<file path="src/rtl/i2c_codec_pkg.sv">
// i2c_codec_pkg: shared types and constants for the audio codec I2C
// responder (write-only control port model).
//   state_t          - protocol FSM states
//   DATA_W           - codec register data width (9 bits)
//   DEFAULT_DEV_ADDR - 7-bit target address of the codec (write byte 0x34)
//   CODEC_RESET_REG  - register address whose write resets the codec
package i2c_codec_pkg;

    localparam int         DATA_W           = 9;
    localparam logic [6:0] DEFAULT_DEV_ADDR = 7'h1A;
    localparam logic [6:0] CODEC_RESET_REG  = 7'h0F;

    typedef enum logic [2:0] {
        ST_IDLE,
        ST_ADDR,
        ST_ADDR_ACK,
        ST_REG_HI,
        ST_HI_ACK,
        ST_REG_LO,
        ST_LO_ACK,
        ST_IGNORE
    } state_t;

endpackage

</file>
<file path="src/rtl/i2c_line_sync.sv">
// i2c_line_sync: two-flop synchronizers for SCL/SDA plus edge and bus
// condition detection against the previous synchronized sample.
//   clk       in  - system clock
//   scl_in    in  - raw SCL line
//   sda_in    in  - raw SDA line
//   scl_rise  out - synchronized SCL rose this cycle
//   scl_fall  out - synchronized SCL fell this cycle
//   start_det out - SDA fell while SCL high
//   stop_det  out - SDA rose while SCL high
//   sda       out - synchronized SDA
module i2c_line_sync (
    input  logic clk,
    input  logic scl_in,
    input  logic sda_in,
    output logic scl_rise,
    output logic scl_fall,
    output logic start_det,
    output logic stop_det,
    output logic sda
);

    // Bit 0 = SCL, bit 1 = SDA.
    logic [1:0] line_in;
    logic [1:0] sync_vec;
    logic [1:0] prev_vec;

    assign line_in = {sda_in, scl_in};

    // The chain carries no reset: a reset pulse in the middle of a transfer
    // must not fabricate line edges (and thus a false START) when the chain
    // would otherwise be forced to an idle value that disagrees with the bus.
    genvar gi;
    generate
        for (gi = 0; gi < 2; gi++) begin : g_line
            logic meta_reg;
            logic sync_reg;
            logic prev_reg;

            always_ff @(posedge clk) begin
                meta_reg <= line_in[gi];
                sync_reg <= meta_reg;
                prev_reg <= sync_reg;
            end

            assign sync_vec[gi] = sync_reg;
            assign prev_vec[gi] = prev_reg;
        end
    endgenerate

    assign scl_rise  = sync_vec[0] & ~prev_vec[0];
    assign scl_fall  = ~sync_vec[0] & prev_vec[0];
    // SCL must be high in both samples so an SDA change that coincides with
    // an SCL edge is never mistaken for a bus condition.
    assign start_det = sync_vec[0] & prev_vec[0] & prev_vec[1] & ~sync_vec[1];
    assign stop_det  = sync_vec[0] & prev_vec[0] & ~prev_vec[1] & sync_vec[1];
    assign sda       = sync_vec[1];

endmodule

</file>
<file path="src/rtl/i2c_codec_responder.sv">
// i2c_codec_responder: write-only I2C target modelling the audio codec
// control port. Accepts 3-byte writes {addr+W, reg[6:0]+data[8], data[7:0]},
// ACKs them, keeps a shadow register file and reports each committed write.
//   clk         in  - system clock
//   reset       in  - synchronous active-high reset
//   i2c_sclk    in  - SCL from the initiator
//   i2c_sdat_in in  - sampled SDA line
//   i2c_sdat_oe out - 1 = pull SDA low
//   wr_strobe   out - one-cycle pulse per committed write
//   wr_addr     out - register address of the last committed write
//   wr_data     out - data of the last committed write
//   rd_addr     in  - shadow register select
//   rd_data     out - shadow register contents, one cycle after rd_addr
//   busy        out - FSM not idle
module i2c_codec_responder
    import i2c_codec_pkg::*;
#(
    parameter logic [6:0] DEV_ADDR = DEFAULT_DEV_ADDR,
    parameter int         NUM_REGS = 16
) (
    input  logic              clk,
    input  logic              reset,
    input  logic              i2c_sclk,
    input  logic              i2c_sdat_in,
    output logic              i2c_sdat_oe,
    output logic              wr_strobe,
    output logic [6:0]        wr_addr,
    output logic [DATA_W-1:0] wr_data,
    input  logic [3:0]        rd_addr,
    output logic [DATA_W-1:0] rd_data,
    output logic              busy
);

    logic scl_rise, scl_fall, start_det, stop_det, sda;

    i2c_line_sync u_line_sync (
        .clk       (clk),
        .scl_in    (i2c_sclk),
        .sda_in    (i2c_sdat_in),
        .scl_rise  (scl_rise),
        .scl_fall  (scl_fall),
        .start_det (start_det),
        .stop_det  (stop_det),
        .sda       (sda)
    );

    state_t              state_reg, state_next;
    logic [3:0]          bit_cnt_reg, bit_cnt_next;
    logic [7:0]          shift_reg, shift_next;
    logic [6:0]          reg_addr_reg, reg_addr_next;
    logic [DATA_W-1:0]   data_reg, data_next;
    logic                oe_reg, oe_next;
    logic                commit;
    logic                wr_strobe_reg;
    logic [6:0]          wr_addr_reg;
    logic [DATA_W-1:0]   wr_data_reg;
    logic [DATA_W-1:0]   rd_data_reg;
    logic [DATA_W-1:0]   shadow_q [NUM_REGS];

    always_comb begin
        state_next    = state_reg;
        bit_cnt_next  = bit_cnt_reg;
        shift_next    = shift_reg;
        reg_addr_next = reg_addr_reg;
        data_next     = data_reg;
        oe_next       = oe_reg;
        commit        = 1'b0;

        if (stop_det) begin
            state_next = ST_IDLE;
            oe_next    = 1'b0;
        end else if (start_det) begin
            state_next   = ST_ADDR;
            bit_cnt_next = '0;
            oe_next      = 1'b0;
        end else begin
            case (state_reg)
                ST_ADDR, ST_REG_HI, ST_REG_LO: begin
                    if (scl_rise && bit_cnt_reg != 4'd8) begin
                        shift_next   = {shift_reg[6:0], sda};
                        bit_cnt_next = bit_cnt_reg + 4'd1;
                    end else if (scl_fall && bit_cnt_reg == 4'd8) begin
                        // The fall ending bit 8 opens the ACK slot.
                        bit_cnt_next = '0;
                        if (state_reg == ST_ADDR) begin
                            if (shift_reg == {DEV_ADDR, 1'b0}) begin
                                state_next = ST_ADDR_ACK;
                                oe_next    = 1'b1;
                            end else begin
                                state_next = ST_IGNORE;
                            end
                        end else if (state_reg == ST_REG_HI) begin
                            reg_addr_next = shift_reg[7:1];
                            data_next     = {shift_reg[0], data_reg[7:0]};
                            state_next    = ST_HI_ACK;
                            oe_next       = 1'b1;
                        end else begin
                            data_next  = {data_reg[8], shift_reg};
                            state_next = ST_LO_ACK;
                            oe_next    = 1'b1;
                        end
                    end
                end
                ST_ADDR_ACK: begin
                    if (scl_fall) begin
                        state_next = ST_REG_HI;
                        oe_next    = 1'b0;
                    end
                end
                ST_HI_ACK: begin
                    if (scl_fall) begin
                        state_next = ST_REG_LO;
                        oe_next    = 1'b0;
                    end
                end
                ST_LO_ACK: begin
                    // No auto-increment: later bytes land in IGNORE unACKed.
                    if (scl_fall) begin
                        state_next = ST_IGNORE;
                        oe_next    = 1'b0;
                        commit     = 1'b1;
                    end
                end
                default: ;
            endcase
        end
    end

    always_ff @(posedge clk) begin
        if (reset) begin
            state_reg     <= ST_IDLE;
            bit_cnt_reg   <= '0;
            shift_reg     <= '0;
            reg_addr_reg  <= '0;
            data_reg      <= '0;
            oe_reg        <= 1'b0;
            wr_strobe_reg <= 1'b0;
            wr_addr_reg   <= '0;
            wr_data_reg   <= '0;
            rd_data_reg   <= '0;
        end else begin
            state_reg     <= state_next;
            bit_cnt_reg   <= bit_cnt_next;
            shift_reg     <= shift_next;
            reg_addr_reg  <= reg_addr_next;
            data_reg      <= data_next;
            oe_reg        <= oe_next;
            wr_strobe_reg <= commit;
            if (commit) begin
                wr_addr_reg <= reg_addr_reg;
                wr_data_reg <= data_reg;
            end
            // Reads the pre-commit contents when a write lands the same cycle.
            rd_data_reg <= shadow_q[rd_addr];
        end
    end

    // Shadow registers live in flops: a codec-reset write must clear every
    // entry in a single cycle.
    genvar gi;
    generate
        for (gi = 0; gi < NUM_REGS; gi++) begin : g_shadow
            logic [DATA_W-1:0] value_reg;

            always_ff @(posedge clk) begin
                if (reset || (commit && reg_addr_reg == CODEC_RESET_REG)) begin
                    value_reg <= '0;
                end else if (commit && reg_addr_reg == 7'(gi)) begin
                    value_reg <= data_reg;
                end
            end

            assign shadow_q[gi] = value_reg;
        end
    endgenerate

    assign i2c_sdat_oe = oe_reg;
    assign wr_strobe   = wr_strobe_reg;
    assign wr_addr     = wr_addr_reg;
    assign wr_data     = wr_data_reg;
    assign rd_data     = rd_data_reg;
    assign busy        = (state_reg != ST_IDLE);

endmodule
</file>
<file path="config.mk">
export PLATFORM = sky130hd
export DESIGN_NAME = i2c_codec_responder
export DESIGN_NICKNAME = d
export VERILOG_FILES = /design/src/rtl/i2c_codec_pkg.sv /design/src/rtl/i2c_line_sync.sv /design/src/rtl/i2c_codec_responder.sv
export SDC_FILE = /design/constraint.sdc
export NUM_CORES = 1
export LEC_CHECK = 0
export CAP_MARGIN = 20
export CORE_UTILIZATION = 45
export CTS_BUF_LIST = sky130_fd_sc_hd__clkbuf_2
export CTS_CLUSTER_DIAMETER = 50
export DETAILED_ROUTE_END_ITERATION = 10
export DONT_BUFFER_PORTS = 1
export PLACE_DENSITY = 0.58
export SYNTH_ARGS = -nofsm -noshare
export SYNTH_HDL_FRONTEND = slang
export SYNTH_SLANG_ARGS = --single-unit
</file>
<file path="constraint.sdc">
create_clock -name clk -period 4.3 [get_ports clk]
set_input_delay 1.29 -clock clk [delete_from_list [all_inputs] [get_ports clk]]
set_output_delay 1.29 -clock clk [all_outputs]
set_load 0.1 [all_outputs]
</file>
---- Word level (Yosys, flattened, before mapping) ----
Index checks and enable logic that the tools add are counted.
operators by class
  multiply operators ...................... 0
  equality and inequality tests ........... 36
  add/sub/neg operators ................... 1
  bitwise operators ....................... 17
  mux-type cells .......................... 27
  shifts and indexed selects .............. 0
  $lt $le $gt $ge ......................... 1
  divide/modulo/power cells ............... 0
  reduce and logical (&&, ||, !) cells .... 37
operator list
  kind                number
  $eq 7x4->1 const B  8
  $bmux 9 s4          1
  $eq 7x3->1 const B  4
  $mux 3              7
  $logic_and 1x1->1   18
  $mux 9              2
  $ne 3x3->1 const B  6
  $mux 4              4
  $eq 7x2->1 const B  2
  $reduce_and 7->1    2
  $pmux 3 s4          1
  $reduce_and 6->1    2
  $mux 1              10
  $ne 2x2->1 const B  5
  $eq 3x3->1 const B  3
  $not 1->1           9
  $reduce_or 3->1     3
  $eq 8x6->1 const B  1
  $and 1x1->1         7
  $eq 7x1->1 const B  1
  $logic_not 7->1     1
  $eq 3x2->1 const B  2
  $reduce_bool 3->1   2
  $ge 5x5->1 const B  1
  other kinds (16)    17
storage, ports and cells
  RAM bits ................................ 0
  output and inout bits ................... 28
  memories kept ........................... 0
  ROM bits ................................ 0
  latch bits .............................. 0
  bits in registers ....................... 208

---- Logic depth before layout (Yosys ltp) ----
  word-level depth ........................ 8
  gate-level depth with buffers ........... 8
  depth with buffers taken out ............ 6

---- Modules after synthesis ----
Synthesis repeated with hierarchy kept, for this count alone.
second synthesis, totals
  cells, all modules ...................... 1031
  area, all modules ....................... 9064.9 µm²
modules (own cells, without submodules)
  module               cells an instance  instances  area each (µm²)  sequential area each (µm²)
  i2c_codec_responder  1021               1          8909.8           4043.9
  i2c_line_sync        10                 1          155.1            120.1

---- Least setup slack after synthesis ----
Ideal clock, no wire load.
  path kind ............................... input to register
  start point ............................. in rd_addr[0]
  end point ............................... reg rd_data_reg[0], in the netlist rd_data[0]
  cell stages on the path ................. 3
  path slack .............................. 1.775 ns
  data arrival time ....................... 2.403 ns
  cells stage by stage .................... buf_2 -> mux4_2 -> a221o_1
on the way
  longest elaborated chain between the ends .. 4
RTL lines
  what                                       line                        source
  start, declared                            i2c_codec_responder.sv:29   input logic [3:0] rd_addr,
  $not 4->5 (not written as such)            i2c_codec_responder.sv:154  rd_data_reg <= shadow_q[rd_addr];
  $bmux 9 s4                                 i2c_codec_responder.sv:154
  $mux 9 (not written as such) (2 in a row)  i2c_codec_responder.sv:154
  end signal, assigned                       i2c_codec_responder.sv:154
  end, declared                              i2c_codec_responder.sv:57   logic [DATA_W-1:0] rd_data_reg;
Every way passes these cells. The select of a mux whose other input is x is not followed.
A chain may end at the register's enable or synchronous reset.

---- Worst setup path in the final report ----
  start point ............................. reg state_reg[1]
  end point ............................... out busy
on the way
  longest elaborated chain between the ends .. 1
RTL lines
  what                    line                        source
  start, declared         i2c_codec_responder.sv:47   state_t state_reg, state_next;
  start signal, assigned  i2c_codec_responder.sv:142  state_reg <= state_next;
  $reduce_bool 3->1       i2c_codec_responder.sv:182  assign busy = (state_reg != ST_IDLE);
  end, declared           i2c_codec_responder.sv:31   output logic busy
Every way passes these cells.

==> reports/results.ini <==
[logic_synthesis]
yosysWarnings=0
yosysTopAreaCellShare=0.4702
avgSynthCellArea_um2=10.06
synth-edff-count=0
synth.distinct_cells=54
synthTopCellsByArea=dfxtp_1, mux2i_1, nor2_1
async_flop_share=0
netlist_area_um2=8856
ys_seq_area_frac=0.4702
syn_nets=890
yosysTopAreaCell=dfxtp_1
synth-main-ff-cell=dfxtp_1
ys_ff_latch=208
synth_cells=880

[clock_network]
cts_buffers=53
cts_tree=done
cts_hold_buf=0
clk_latency_ps=820
cts_max_level=2
cts_root_buf=clkbuf_2
cts_resized=0
path_clk_slew_ps=100
cts_sinks=208
cts_setup_buffers=0
clk_path_buf_depth=3

[outcome]
outcome=complete, no violations

[critical_path]
path_class=reg2out
crit_arrival_ps=2090
r2r_slack_ps=1550
start_kind=flop
cp_max_fo=8
end_kind=primary output
timing.rr.end=g_shadow[4].value_reg[8]
worstPathRequired_ps=3010
reg2reg_depth=4
endpoint=busy
critPathLaunch=state_reg[1]
worstReg2RegStart=state_reg[1]

[detailed_routing]
ant_nets=0
routed_wl_mm=21.05
first_pass_iters=5
viasPerCell=5.428
wl_per_cell_um=18.26
vias=6258
drc_errors=0
first_iter_violations=395

[global_routing]
grt_start_max_net_pins=90
antenna_found_initial=2
grt_overflow=0
grtUsageTotal=0.2161
grt_pass1_wl_mm=33.64
grt_pass1_vias=6245

[cells_and_area]
layout.nets=868
n_fill_cell=1799
fin_cells=1153
syn_to_final_growth_pct=4.465
layout-drive-gt1-share=0.1379
largest_register_ffs=144

[sta]
fmax_mhz=296.0
slew-limit-headroom=0.2923
rsz0062_at_grt=no
finalSetupTns_ps=0
fin_skew_ps=101.1
fin_crit_sh=0.7856
worst_pin_slew_ps=1058
setup_viol=0
finalMaxSlewViolations=0
fin_crit_ps=3378
hold_violations=0

[die]
io_pins=36
rows=50
die_w_um=142.3
die_h_um=142.3
start_util=0.4657
fp.dieArea_um2=20250
core-area_um2=19020

[job]
max_cap_violations=0

[placed_design]
dpl.hpwl_mm=13.26
gp_congestion=0.7710
place_inst=1063
portBuffers=0

[power_and_ir_drop]
leakage_nw=4.309
power.density_nw_per_um2=355.6
vdd_drop_max_uv=188.0

[worst_hold_path]
hp-class=reg2reg

## metrics by stage
step	area, um^2	util	power [W]	setup WS [ps]	hold WS (ps)
global route	9251	0.4864	0.003449	794.5	351.7
detailed placement	8812	0.4634	0.002083	1655	315.7
CTS	9249	0.4863	0.003337	845.0	335.6
finish	9251	0.4864	0.003290	921.8	332.5
global placement	8812	0.4634	0.002082	1722	311.0
floorplan	8856	-	0.002097	1775	309.6
## routing by layer
metal	GRT usage	up-vias	routed length, um
met5	0	-	8
met4	0.07470	2	393
met3	0.05283	40	1221
met2	0.3504	164	9802
met1	0.2802	3034	9627
li1	-	3018	-
## placed cells by master (no fill, tap or decap), drive strengths merged, types with 7 or more instances in the layout
master,count
and2,12
a21oi,30
clkbuf,78
o21ai,12
mux2i,167
mux4,25
nor3,10
o32ai,7
dfxtp,208
nand4,15
nor2,158
clkinv,8
nor2b,17
inv,16
a211oi,11
nand2,55
## worst max-delay path, cell delays in order, from the launching register on
cell and delay, ps:
dfxtp_1 470, nor2_1 130, nand2_1 690
## how the worst min path moves through the flow
stage                     slack (ps)                           start  cells after the start                        endpoint
after CTS                        340  u_line_sync.g_line[1].meta_reg                      0                 u_line_sync.sda
after floorplan                  310  u_line_sync.g_line[0].meta_reg                      0  u_line_sync.g_line[0].sync_reg
after global placement           310  u_line_sync.g_line[1].meta_reg                      0                 u_line_sync.sda
after global routing             350  u_line_sync.g_line[0].meta_reg                      0  u_line_sync.g_line[0].sync_reg
after detailed placement         320  u_line_sync.g_line[1].meta_reg                      0                 u_line_sync.sda
final                            330  u_line_sync.g_line[1].meta_reg                      0                 u_line_sync.sda
## layout make-up
type                    instances  area (um^2)  area share
multi-input cells             575         4225      0.4567
flip-flops and latches        208         4164      0.4501
clock buffers                  78        390.4     0.04220
well taps                     260        325.3     0.03516
inverters                      14        52.55    0.005680
clock inverters                11        46.29    0.005004
repair buffers                  6        45.04    0.004869
diodes                          1        2.502   0.0002705
## cells in the mapped netlist (4+ instances only)
library cell and number:
a211oi_1 11, a21oi_1 30, a221o_1 5, and2_1 12, buf_1 10, buf_2 36
buf_6 9, clkbuf_1 23, dfxtp_1 208, inv_1 14, mux2i_1 167, mux4_2 25
nand2_1 55, nand2b_1 4, nand4_1 15, nor2_1 158, nor2b_1 17, nor3_1 9
o21ai_0 11, o22ai_1 4, o32ai_1 7
## report_power, final
part	total, W	leakage [nW]	internal (W)	switching [W]
clock network	0.00125	0.348	0.000479	0.000773
logic	0.0000827	2.28	0.0000302	0.0000525
registers	0.00196	1.68	0.00193	0.0000239
total	0.00329	4.31	0.00244	0.000849
## cell families (layout without fill, tap and decap cells)
family,Yosys count,after routing,synth area share
and+or+nand+nor,294,294,0.1539
DFF,208,208,0.4702
muxes,193,193,0.2536
buffers and inverters,97,109,0.05538
AOI/OAI and AO/OA,85,85,0.06315
adders and majority gates,2,2,0.002825
xor gates and xnor gates,1,1,0.0009892
other,0,1,0
No activity file was read; power rests on OpenSTA's default activity.
